$ cat src/rtl/motor_loop_sched.sv
// motor_loop_sched: periodic proportional position loop for NCH motor channels.
// A free-running timer issues a tick every PERIOD clocks. Each tick starts a
// sweep that pushes every channel, one after another, through a single shared
// datapath: err = sat(setpoint - position), prod = err * kp,
// duty = sat((prod >>> SHIFT) + midpoint).
// Each channel spends three cycles in the sweep (LOAD, MUL, WRITE), so only one
// multiply is ever in flight.
//
// Config port: cfg_we is a single-cycle write strobe with no handshake. The
// write lands in the register on the next clock edge. Address 4'hF always
// clears overrun, so with NCH=8 the slot that would hold kp[7] is unreachable.
module motor_loop_sched #(
  parameter int NCH    = 3,
  parameter int ENC_W  = 16,
  parameter int PWM_W  = 8,
  parameter int GAIN_W = 8,
  parameter int SHIFT  = 4,
  parameter int PERIOD = 1000
) (
  input  logic                   clk,
  input  logic                   reset,
  input  logic                   enable,
  input  logic [NCH*ENC_W-1:0]   enc_count,
  input  logic                   cfg_we,
  input  logic [3:0]             cfg_addr,
  input  logic [15:0]            cfg_wdata,
  output logic [NCH*PWM_W-1:0]   duty,
  output logic [NCH-1:0]         duty_stb,
  output logic                   busy,
  output logic                   overrun
);

  localparam int TW     = (PERIOD > 1) ? $clog2(PERIOD) : 1;
  localparam int CW     = (NCH > 1) ? $clog2(NCH) : 1;
  localparam int PROD_W = ENC_W + GAIN_W + 1;
  localparam int SUM_W  = PROD_W + 1;

  localparam logic signed [ENC_W-1:0] ERR_MAX   = {1'b0, {(ENC_W-1){1'b1}}};
  localparam logic signed [ENC_W-1:0] ERR_MIN   = {1'b1, {(ENC_W-1){1'b0}}};
  localparam logic signed [SUM_W-1:0] DUTY_MID  = SUM_W'(2 ** (PWM_W - 1));
  localparam logic signed [SUM_W-1:0] DUTY_MAX  = SUM_W'((2 ** PWM_W) - 1);
  localparam logic [PWM_W-1:0]        DUTY_RST  = {1'b1, {(PWM_W-1){1'b0}}};

  typedef enum logic [1:0] {
    S_IDLE  = 2'd0,
    S_LOAD  = 2'd1,
    S_MUL   = 2'd2,
    S_WRITE = 2'd3
  } state_t;

  // Sweep control
  state_t                    state_q, state_d;
  logic [CW-1:0]             ch_q, ch_d;
  logic [TW-1:0]             timer_q, timer_d;
  logic                      tick;

  // Datapath pipeline registers
  logic signed [ENC_W-1:0]   err_q, err_d;
  logic signed [PROD_W-1:0]  prod_q, prod_d;

  // Outputs and status
  logic [PWM_W-1:0]          duty_q [NCH];
  logic [PWM_W-1:0]          duty_d [NCH];
  logic [NCH-1:0]            duty_stb_q, duty_stb_d;
  logic                      overrun_q, overrun_d;

  // Firmware-written configuration
  logic signed [ENC_W-1:0]   sp_q [NCH];
  logic signed [ENC_W-1:0]   sp_d [NCH];
  logic [GAIN_W-1:0]         kp_q [NCH];
  logic [GAIN_W-1:0]         kp_d [NCH];

  // Datapath combinational values
  logic signed [ENC_W-1:0]   enc_a [NCH];
  logic signed [ENC_W-1:0]   sp_sel, enc_sel;
  logic [GAIN_W-1:0]         kp_sel;
  logic signed [ENC_W:0]     diff;
  logic signed [ENC_W-1:0]   err_sat;
  logic signed [PROD_W-1:0]  err_ext, kp_ext, prod_next;
  logic signed [PROD_W-1:0]  shifted;
  logic signed [SUM_W-1:0]   sum;
  logic [PWM_W-1:0]          duty_next;

  // Update timer: counts while enabled, held at zero otherwise; tick on the last count
  always_comb begin
    timer_d = timer_q;
    tick    = 1'b0;
    if (!enable) begin
      timer_d = '0;
    end else if (timer_q == TW'(PERIOD - 1)) begin
      tick    = 1'b1;
      timer_d = '0;
    end else begin
      timer_d = timer_q + TW'(1);
    end
  end

  // Config register writes; unused addresses match no slot and fall through
  always_comb begin
    sp_d = sp_q;
    kp_d = kp_q;
    if (cfg_we) begin
      for (int k = 0; k < NCH; k++) begin
        if (cfg_addr == 4'(2 * k)) begin
          sp_d[k] = cfg_wdata[ENC_W-1:0];
        end
        if ((cfg_addr == 4'(2 * k + 1)) && (cfg_addr != 4'hF)) begin
          kp_d[k] = cfg_wdata[GAIN_W-1:0];
        end
      end
    end
  end

  // Sticky overrun: a tick outside IDLE is dropped and flagged; set beats clear
  always_comb begin
    overrun_d = overrun_q;
    if (cfg_we && (cfg_addr == 4'hF)) begin
      overrun_d = 1'b0;
    end
    if (tick && (state_q != S_IDLE)) begin
      overrun_d = 1'b1;
    end
  end

  // Split the packed encoder bus into per-channel signed counts
  always_comb begin
    for (int k = 0; k < NCH; k++) begin
      enc_a[k] = enc_count[k*ENC_W +: ENC_W];
    end
  end

  // Shared datapath: saturating subtract, multiply, shift, offset, clamp
  always_comb begin
    sp_sel  = sp_q[ch_q];
    enc_sel = enc_a[ch_q];
    kp_sel  = kp_q[ch_q];

    // One extra bit holds any difference of two ENC_W values exactly.
    diff = {sp_sel[ENC_W-1], sp_sel} - {enc_sel[ENC_W-1], enc_sel};
    if (diff[ENC_W] != diff[ENC_W-1]) begin
      err_sat = diff[ENC_W] ? ERR_MIN : ERR_MAX;
    end else begin
      err_sat = diff[ENC_W-1:0];
    end

    // kp is an unsigned gain, so it is zero-extended before the signed multiply.
    err_ext   = PROD_W'(err_q);
    kp_ext    = PROD_W'({1'b0, kp_sel});
    prod_next = err_ext * kp_ext;

    // Arithmetic shift rounds toward minus infinity, then recentre on the midpoint.
    shifted = prod_q >>> SHIFT;
    sum     = SUM_W'(shifted) + DUTY_MID;
    if (sum[SUM_W-1]) begin
      duty_next = '0;
    end else if (sum > DUTY_MAX) begin
      duty_next = '1;
    end else begin
      duty_next = sum[PWM_W-1:0];
    end
  end

  // Sweep FSM: next state, channel index and pipeline register loads
  always_comb begin
    state_d    = state_q;
    ch_d       = ch_q;
    err_d      = err_q;
    prod_d     = prod_q;
    duty_d     = duty_q;
    duty_stb_d = '0;
    case (state_q)
      S_IDLE: begin
        if (tick) begin
          ch_d    = '0;
          state_d = S_LOAD;
        end
      end
      S_LOAD: begin
        err_d   = err_sat;
        state_d = S_MUL;
      end
      S_MUL: begin
        prod_d  = prod_next;
        state_d = S_WRITE;
      end
      S_WRITE: begin
        duty_d[ch_q]     = duty_next;
        duty_stb_d[ch_q] = 1'b1;
        if (ch_q == CW'(NCH - 1)) begin
          state_d = S_IDLE;
        end else begin
          ch_d    = ch_q + CW'(1);
          state_d = S_LOAD;
        end
      end
      default: begin
        state_d = S_IDLE;
      end
    endcase
  end

  // State and data registers; reset parks every motor at the midpoint duty
  always_ff @(posedge clk or posedge reset) begin
    if (reset) begin
      state_q    <= S_IDLE;
      ch_q       <= '0;
      timer_q    <= '0;
      err_q      <= '0;
      prod_q     <= '0;
      duty_stb_q <= '0;
      overrun_q  <= 1'b0;
      for (int k = 0; k < NCH; k++) begin
        duty_q[k] <= DUTY_RST;
        sp_q[k]   <= '0;
        kp_q[k]   <= '0;
      end
    end else begin
      state_q    <= state_d;
      ch_q       <= ch_d;
      timer_q    <= timer_d;
      err_q      <= err_d;
      prod_q     <= prod_d;
      duty_stb_q <= duty_stb_d;
      overrun_q  <= overrun_d;
      for (int k = 0; k < NCH; k++) begin
        duty_q[k] <= duty_d[k];
        sp_q[k]   <= sp_d[k];
        kp_q[k]   <= kp_d[k];
      end
    end
  end

  // Pack per-channel duties onto the output bus
  always_comb begin
    duty = '0;
    for (int k = 0; k < NCH; k++) begin
      duty[k*PWM_W +: PWM_W] = duty_q[k];
    end
  end

  assign duty_stb = duty_stb_q;
  assign busy     = (state_q != S_IDLE);
  assign overrun  = overrun_q;

endmodule
$ cat config.mk
export PLATFORM = sky130hd
export DESIGN_NAME = motor_loop_sched
export DESIGN_NICKNAME = d
export VERILOG_FILES = /design/src/rtl/motor_loop_sched.sv
export SDC_FILE = /design/constraint.sdc
export NUM_CORES = 1
export LEC_CHECK = 0
export CORE_AREA = 2 2 152 154
export CTS_CLUSTER_DIAMETER = 40
export DETAILED_ROUTE_END_ITERATION = 12
export DIE_AREA = 0 0 154 156
export GPL_TIMING_DRIVEN = 0
export PLACE_DENSITY = 0.77
export SLEW_MARGIN = 20
export SYNTH_ARGS = -nofsm -noshare
export SYNTH_HDL_FRONTEND = slang
export SYNTH_SLANG_ARGS = --single-unit
$ cat constraint.sdc
create_clock -name clk -period 17.65 [get_ports clk]
set_clock_uncertainty 0.05 [all_clocks]
set_input_delay 3.53 -clock clk [delete_from_list [all_inputs] [get_ports clk]]
set_output_delay 3.53 -clock clk [all_outputs]
set_load 0.05 [all_outputs]
==> out/metrics.yaml, run 1 <==
area_growth_pct: 16.3
clock-sinks: 151
clock_path_buffers: 2
drv_slew: 0
io-pin-count: 101
cp.required_ps: 17930
vias_per_cell: 5.60
routed_wl_um: 29000
ys.flop_type: "dfrtp_1"
setup_viol: 0
antenna_found_initial: 0
port_buffers: 99
track_usage: 0.256
place_hpwl_um: 22300
arrival_ps: 7670
final_common_cell: "inv_1"
tightest_slew_ps: 1080
cp-start-kind: "register"
rsz0062_at_grt: "no"
drc_errors: 0
grt_pass1_vias: 9955
drive_gt1_frac: 0.0965
synth_cells: 1287
row_count: 55
r2r_slack_ps: 10260
endpoint_kind: "register"
synth_top_area_frac: 0.300
yosysUniqueCellTypes: 56
synth-async-reset-ratio: 1.00
grt_overflow_total: 0
clkSlewWorstSetupHoldPaths_ps: 80
path_delay_family: "compound AO/OA/AOI/OAI gates"
relSlewSlack: 0.270
tns_ps: 0
hold_slack_ps: 433
cp_slowest_cell: "a221oi_1"
die_area_um2: 24000
ys_seq_area_frac: 0.306
r2r_end: "prod_q[24]"
path_common_cell: "fa_1"
syn_nets: 1535
fin_crit_ps: 7390
cp.depth: 22
critPathKind: "reg -> reg"
ys_warn_count: 0
period_share: 0.418
crit_buf_inv: 6
cts_tree: "done"
synth_edf_count: 0
numCtsBuffers: 17
initial_utilization: 0.552
post_cts.repair.setup_buffers: 0
reg2reg_from: "ch_q[1]"
die_height_um: 156
cp_max_fo: 10
netlist.top_cell.by_area: "dfrtp_1"
cts_hold_buf: 0
syn_area_per_cell_um2: 9.59
hold_start: "timer_q[0]"
max_stage_delay_ps: 710
antennaDiodeCount: 0
cts-root-buf: "clkbuf_16"
clock_latency_ps: 450
htreeDepth: 4
dr.pass1.iters: 5
drtIter0Drc: 473
fmax_ghz: 0.135
hold_path_end: "timer_q[0]"
cts_resized: 0
drv_cap: 0
netlist_area_um2: 12300
antenna_left: 0
finalNetCount: 1654
synth-seq-cells: 151
final_hold_viol_count: 0
gp_congestion: 0.883
die_x_um: 154
grt_pass1_wl_um: 49100
wire_per_inst_um: 17.0
rr_worst_depth: 22
status: "finished, final reports clean"
synth.area.top_cells: "dfrtp_1 (30%), fa_1 (17%), mux2_2 (8.1%), ha_1 (7.4%), inv_1 (5.2%)"
via_count: 9546
grt_max_degree: 77
hp-class: "reg -> reg"
hold_depth: 1
coreArea_um2: 22400
cp_cell_sequence: "clkbuf_1 -> nor2_1 -> clkbuf_1 -> nand2_1 -> o21ai_1 -> clkbuf_1 -> nand2_1 -> fa_1 -> inv_1 -> fa_1 -> fa_1 -> inv_1 -> fa_1 -> inv_1 -> ha_1 -> a21o_1 -> a221oi_1 -> a21o_1 -> a31oi_1 -> o21ai_0 -> a21oi_1 -> a211o_1"
layout_common_cells: "inv_1 (171), dfrtp_1 (148), nand2_1 (144), fa_1 (103), clkdlybuf4s50_1 (99)"
Yosys cell counts (4+ instances only):
cell	number
buf_1	13
nor2_1	52
o21ai_0	86
nand2_1	144
o2bb2ai_1	11
or3_1	8
a211o_1	4
xnor2_1	23
o211ai_1	7
o21bai_1	4
nand2b_1	9
nand3b_1	6
and3_1	11
buf_2	5
nand4_1	5
a21o_1	13
mux2i_1	42
clkbuf_1	35
and2_1	67
a21oi_1	58
dfrtp_1	148
fa_1	103
nand3_1	14
nor2b_1	5
ha_1	73
inv_1	172
a31oi_1	15
o21a_1	7
mux2_2	89
xor2_1	10
nor3_1	7
worst register-to-register path: cells and delay by family (launching register included):
kind | cells | cell delay, ps
AO/OA/AOI/OAI | 8 | 2450
adder cells (fa/ha/maj) | 5 | 2420
buffers and inverters | 6 | 1380
AND/OR/NAND/NOR | 3 | 600
flip-flops | 1 | 380
logic make-up after synthesis:
kind of cell               count (synthesis)  share of synthesized area
and+or+nand+nor                          337                      0.131
adders and majority gates                177                      0.242
DFF                                      151                      0.306
buffers and inverters                    226                     0.0693
xor gates and xnor gates                  33                     0.0234
AOI/OAI and AO/OA                        232                      0.113
muxes                                    131                      0.115
metal layers:
| metal | part of all wire | vias to the layer above | track usage | routed length (µm) |
|---|---|---|---|---|
| met1 | 0.43 | 4779 | 0.328 | 12600 |
| li1 | - | 4496 | - | - |
| met3 | 0.038 | 57 | 0.0367 | 1100 |
| met5 | 0 | - | 0 | 0 |
| met2 | 0.50 | 214 | 0.441 | 14500 |
| met4 | 0.029 | 0 | 0.100 | 851 |
worst max-delay path by stage:
| stage | startpoint | end | slack [ps] |
|---|---|---|---|
| floorplan | reset | ch_q[0] | 10010 |
| global placement | reset | sp_q[13] | 8040 |
| detailed placement | ch_q[1] | prod_q[24] | 10340 |
| CTS | ch_q[1] | prod_q[24] | 10360 |
| global route | ch_q[1] | prod_q[24] | 9790 |
| finish | ch_q[1] | prod_q[24] | 10260 |
flip-flops by register name (all words and copies together), names as in the netlist:
register,count
ch_q,2
duty,24
duty_stb,3
err_q,16
kp_q,24
overrun,1
prod_q,21
sp_q,48
state_q,2
timer_q,10
stage by stage:
stage                     cells   util  setup slack (ps)  area [µm²]
after global placement     1671  0.612              8040       13700
after floorplan            1287      -             10010       12300
after CTS                  1704  0.642             10360       14400
after detailed placement   1672  0.614             10340       13700
after global routing       1704  0.642              9790       14400
final                      1704  0.642             10260       14400
layout make-up:
class                           instances  area (µm²)
Timing Repair Buffer                  100        1020
Fill cell                            1815        8010
Inverter                              172         653
Sequential cell                       151        3780
Tap cell                              285         357
Multi-Input combinational cell        910        7710
Buffer                                 54         210
Clock inverter                         15         196
Clock buffer                           17         425
Power of run 1 is left out: the tool's default activity adds up to more than one toggle a clock period on the data nets, which glitch-free logic cannot reach.
==> run 2: changes to the inputs <==
clock period = 7.7 ns   (was 17.65 ns; I/O delays follow)
==> out/metrics.yaml, run 2 (synthesis gave the netlist of run 1 again) <==
final_common_cell: "inv_1"
track_usage: 0.256
die_height_um: 156
setup_viol: 0
via_count: 9570
fin_crit_ps: 7180
fill_cells: 1813
finalNetCount: 1654
rsz0062_at_grt: "no"
grt_pass1_vias: 9955
largest_register_ff_count: 48
routed_wl_um: 29000
max_stage_delay_ps: 550
multi_input_area_um2: 7720
antennaDiodeCount: 0
drv_cap: 0
grt_pass1_wl_um: 49100
cts_tree: "done"
cp_cell_sequence: "clkbuf_1 -> nor2_1 -> clkbuf_1 -> nand2_1 -> o21ai_1 -> clkbuf_1 -> nand2_1 -> fa_1 -> inv_1 -> fa_1 -> fa_1 -> inv_1 -> fa_1 -> inv_1 -> ha_1 -> and3_1 -> a221oi_2 -> a21o_1 -> a31oi_1 -> o21ai_0 -> a21oi_1 -> a211o_1"
regMostFlops: "sp_q"
grt_max_degree: 77
vias_per_cell: 5.62
io-pin-count: 101
critPathKind: "reg -> reg"
relSlewSlack: 0.277
period_share: 0.932
tns_ps: 0
clkSlewWorstSetupHoldPaths_ps: 80
die_area_um2: 24000
fmax_ghz: 0.139
seq_area_um2: 3780
cts-root-buf: "clkbuf_16"
clock-sinks: 151
htreeDepth: 4
cp-start-kind: "register"
drive_gt1_frac: 0.0973
clock_latency_ps: 450
cp.required_ps: 7980
final_hold_viol_count: 0
row_count: 55
drc_errors: 0
endpoint_kind: "register"
initial_utilization: 0.552
arrival_ps: 7460
status: "finished, final reports clean"
gp_congestion: 0.883
cp_slowest_cell: "fa_1"
clock_path_buffers: 2
layout_common_cells: "inv_1 (171), dfrtp_1 (148), nand2_1 (144), fa_1 (103), clkdlybuf4s50_1 (99)"
place_hpwl_um: 22300
dr.pass1.iters: 5
coreArea_um2: 22400
cts_hold_buf: 0
wire_per_inst_um: 17.0
numCtsBuffers: 17
hp-class: "reg -> reg"
path_common_cell: "fa_1"
die_x_um: 154
cp_max_fo: 10
port_buffers: 99
area_growth_pct: 16.3
tightest_slew_ps: 1070
drv_slew: 0
antenna_found_initial: 0
grt_overflow_total: 0
drtIter0Drc: 454
antenna_left: 0
[run 2: cell count changes in the layout (fill, tap and decap cells not counted)]
cell / delta
a221oi_1: -1
a221oi_2: +1
[run 2: stage by stage]
step / setup WS [ps] / util / instances / instance area (µm²) / hold slack (ps)
finish: 525 / 0.642 / 1704 / 14400 / 433
global route: 86.4 / 0.642 / 1704 / 14400 / 469
CTS: 414 / 0.642 / 1704 / 14400 / 437
detailed placement: 391 / 0.614 / 1672 / 13700 / 423
global placement: 84.5 / 0.612 / 1671 / 13700 / 417
floorplan: 1830 / - / 1287 / 12300 / 398
[run 2: cell type report]
class	instances	share of cell area
Buffer	54	0.0146
Clock buffer	17	0.0296
Clock inverter	15	0.0137
Inverter	172	0.0455
Multi-Input combinational cell	910	0.537
Sequential cell	151	0.263
Tap cell	285	0.0248
Timing Repair Buffer	100	0.0709
[run 2: path summary, 6_finish.rpt]
kind	from	endpoint	slack (ps)	cells past startpoint
setup / recovery	ch_q[1]	prod_q[24]	520	22
hold / removal	timer_q[0]	timer_q[0]	430	1
setup reg to reg	ch_q[1]	prod_q[24]	520	22
hold reg to reg	timer_q[0]	timer_q[0]	430	1
max in group asynchronous	reset	sp_q[43]	5310	3
min in group asynchronous	reset	duty_stb[0]	1530	2
[run 2: worst max-delay path, delay by kind of cell, from the launching register on]
kind	cells	cell delay (ps)
AO/OA/AOI/OAI	7	2010
adder cells (fa/ha/maj)	5	2430
buffers and inverters	6	1370
flip-flops	1	380
AND/OR/NAND/NOR	4	820
[run 2: repair_timing]
action,4_1_cts,5_1_grt
buffers inserted,0,0
resized for setup,0,1
setup endpoints to repair,0,3
[run 2: routing by layer]
layer  GRT usage  up-vias  routed length, µm  part of all wire
li1            -     4490                  -                 -
met5           0        -                  0                 0
met1       0.328     4791              12500              0.43
met4       0.100        0                857             0.030
met2       0.441      230              14500              0.50
met3      0.0367       59               1100             0.038
Power of run 2 is left out for the same reason.
==> run 3: changes to the inputs <==
REMOVE_ABC_BUFFERS = 1   (was unset)
==> out/metrics.yaml, run 3 (synthesis gave the netlist of run 1 again) <==
status: "finished, final reports clean"
final_common_cell: "inv_1"
coreArea_um2: 22400
die_area_um2: 24000
clkSlewWorstSetupHoldPaths_ps: 60
htreeDepth: 4
clock_path_buffers: 2
critPathKind: "reg -> reg"
grt_overflow_total: 0
drv_cap: 0
antennaDiodeCount: 0
stdcell_count: 1659
setup_viol: 0
port_buffers: 100
drv_slew: 0
cp-start-kind: "register"
area_growth_pct: 15.6
via_count: 9057
clock_latency_ps: 440
track_usage: 0.218
hold_start: "duty[3]"
numCtsBuffers: 17
final_area_um2: 14300
cts_tree: "done"
dr.pass1.iters: 5
drc_errors: 0
fin_ws_ps: 701
dp_cells: 1627
fill_cells: 1780
initial_utilization: 0.552
antenna_left: 0
period_share: 0.909
cp.required_ps: 7960
drive_gt1_frac: 0.107
rr_worst_depth: 21
clock-sinks: 151
cts-root-buf: "clkbuf_16"
final_hold_viol_count: 0
largest_register_ff_count: 48
cp_max_fo: 43
routed_wl_um: 24800
io-pin-count: 101
finalNetCount: 1609
placed_area_um2: 13700
hold_path_end: "duty[3]"
grt_pass1_vias: 9206
fin_crit_ps: 7000
place_hpwl_um: 18900
tightest_slew_ps: 963
post_cts.repair.setup_buffers: 0
arrival_ps: 7260
antenna_found_initial: 0
row_count: 55
fmax_ghz: 0.143
pre_cts_ws_ps: 417
vias_per_cell: 5.46
endpoint_kind: "register"
layout_common_cells: "inv_1 (171), dfrtp_1 (146), nand2_1 (144), fa_1 (103), clkdlybuf4s50_1 (100)"
relSlewSlack: 0.358
regMostFlops: "sp_q"
hold_depth: 2
tns_ps: 0
r2r_end: "prod_q[24]"
cts_hold_buf: 0
gp_congestion: 0.842
die_height_um: 156
die_x_um: 154
wire_per_inst_um: 15.0
cts_resized: 0
reg2reg_from: "ch_q[0]"
r2r_slack_ps: 700
hp-class: "reg -> reg"
drtIter0Drc: 370
rsz0062_at_grt: "no"
grt_max_degree: 106
grt_pass1_wl_um: 43000
run 3: cell count changes in the layout (fill, tap and decap cells not counted), sizes merged:
cell           change
clkbuf            -36
buf               -10
clkdlybuf4s50      +1
clkinv             -1
clkinvlp           +1
run 3: stage by stage:
step,util,hold slack [ps]
after CTS,0.638,435
final,0.638,431
after floorplan,-,398
after global routing,0.638,465
after detailed placement,0.611,421
after global placement,0.603,412
run 3: worst max path at each step:
stage | start | to | slack (ps) | cells past startpoint
global placement | ch_q[1] | prod_q[21] | -1900 | 19
CTS | ch_q[0] | prod_q[24] | 380 | 21
floorplan | ch_q[1] | prod_q[21] | 120 | 19
detailed placement | ch_q[0] | prod_q[24] | 420 | 21
global route | ch_q[0] | prod_q[20] | 260 | 21
finish | ch_q[0] | prod_q[24] | 700 | 21
run 3: worst max-delay path: stages, from the launching register on:
cell      delay (ps)
dfrtp_2          910
inv_1            330
nor2_4           380
buf_12           230
nand2_1           70
o21ai_1          260
buf_4            270
and2_1           170
fa_1             420
fa_1             480
fa_1             540
inv_1             50
fa_1             530
inv_1             40
ha_1             350
and3_1           200
a221oi_1         450
a21o_1           220
a31oi_1          100
o21ai_0          440
a21oi_1          130
a211o_1          240
run 3: layout make-up:
cell class,count,area [µm²],share of cell area
inverter,172,653,0.0458
tap,285,357,0.0250
clock inverter,15,175,0.0123
multi-input combinational,910,7740,0.543
sequential,151,3790,0.265
timing repair buffer,109,1120,0.0788
clock buffer,17,425,0.0298
run 3: per-layer routing:
layer,vias to the layer above,track usage,share of wire
met5,-,0,0
met4,0,0.0574,0.013
met3,28,0.0317,0.032
met2,191,0.385,0.51
met1,4421,0.282,0.45
li1,4417,-,-
Power of run 3 is left out for the same reason.
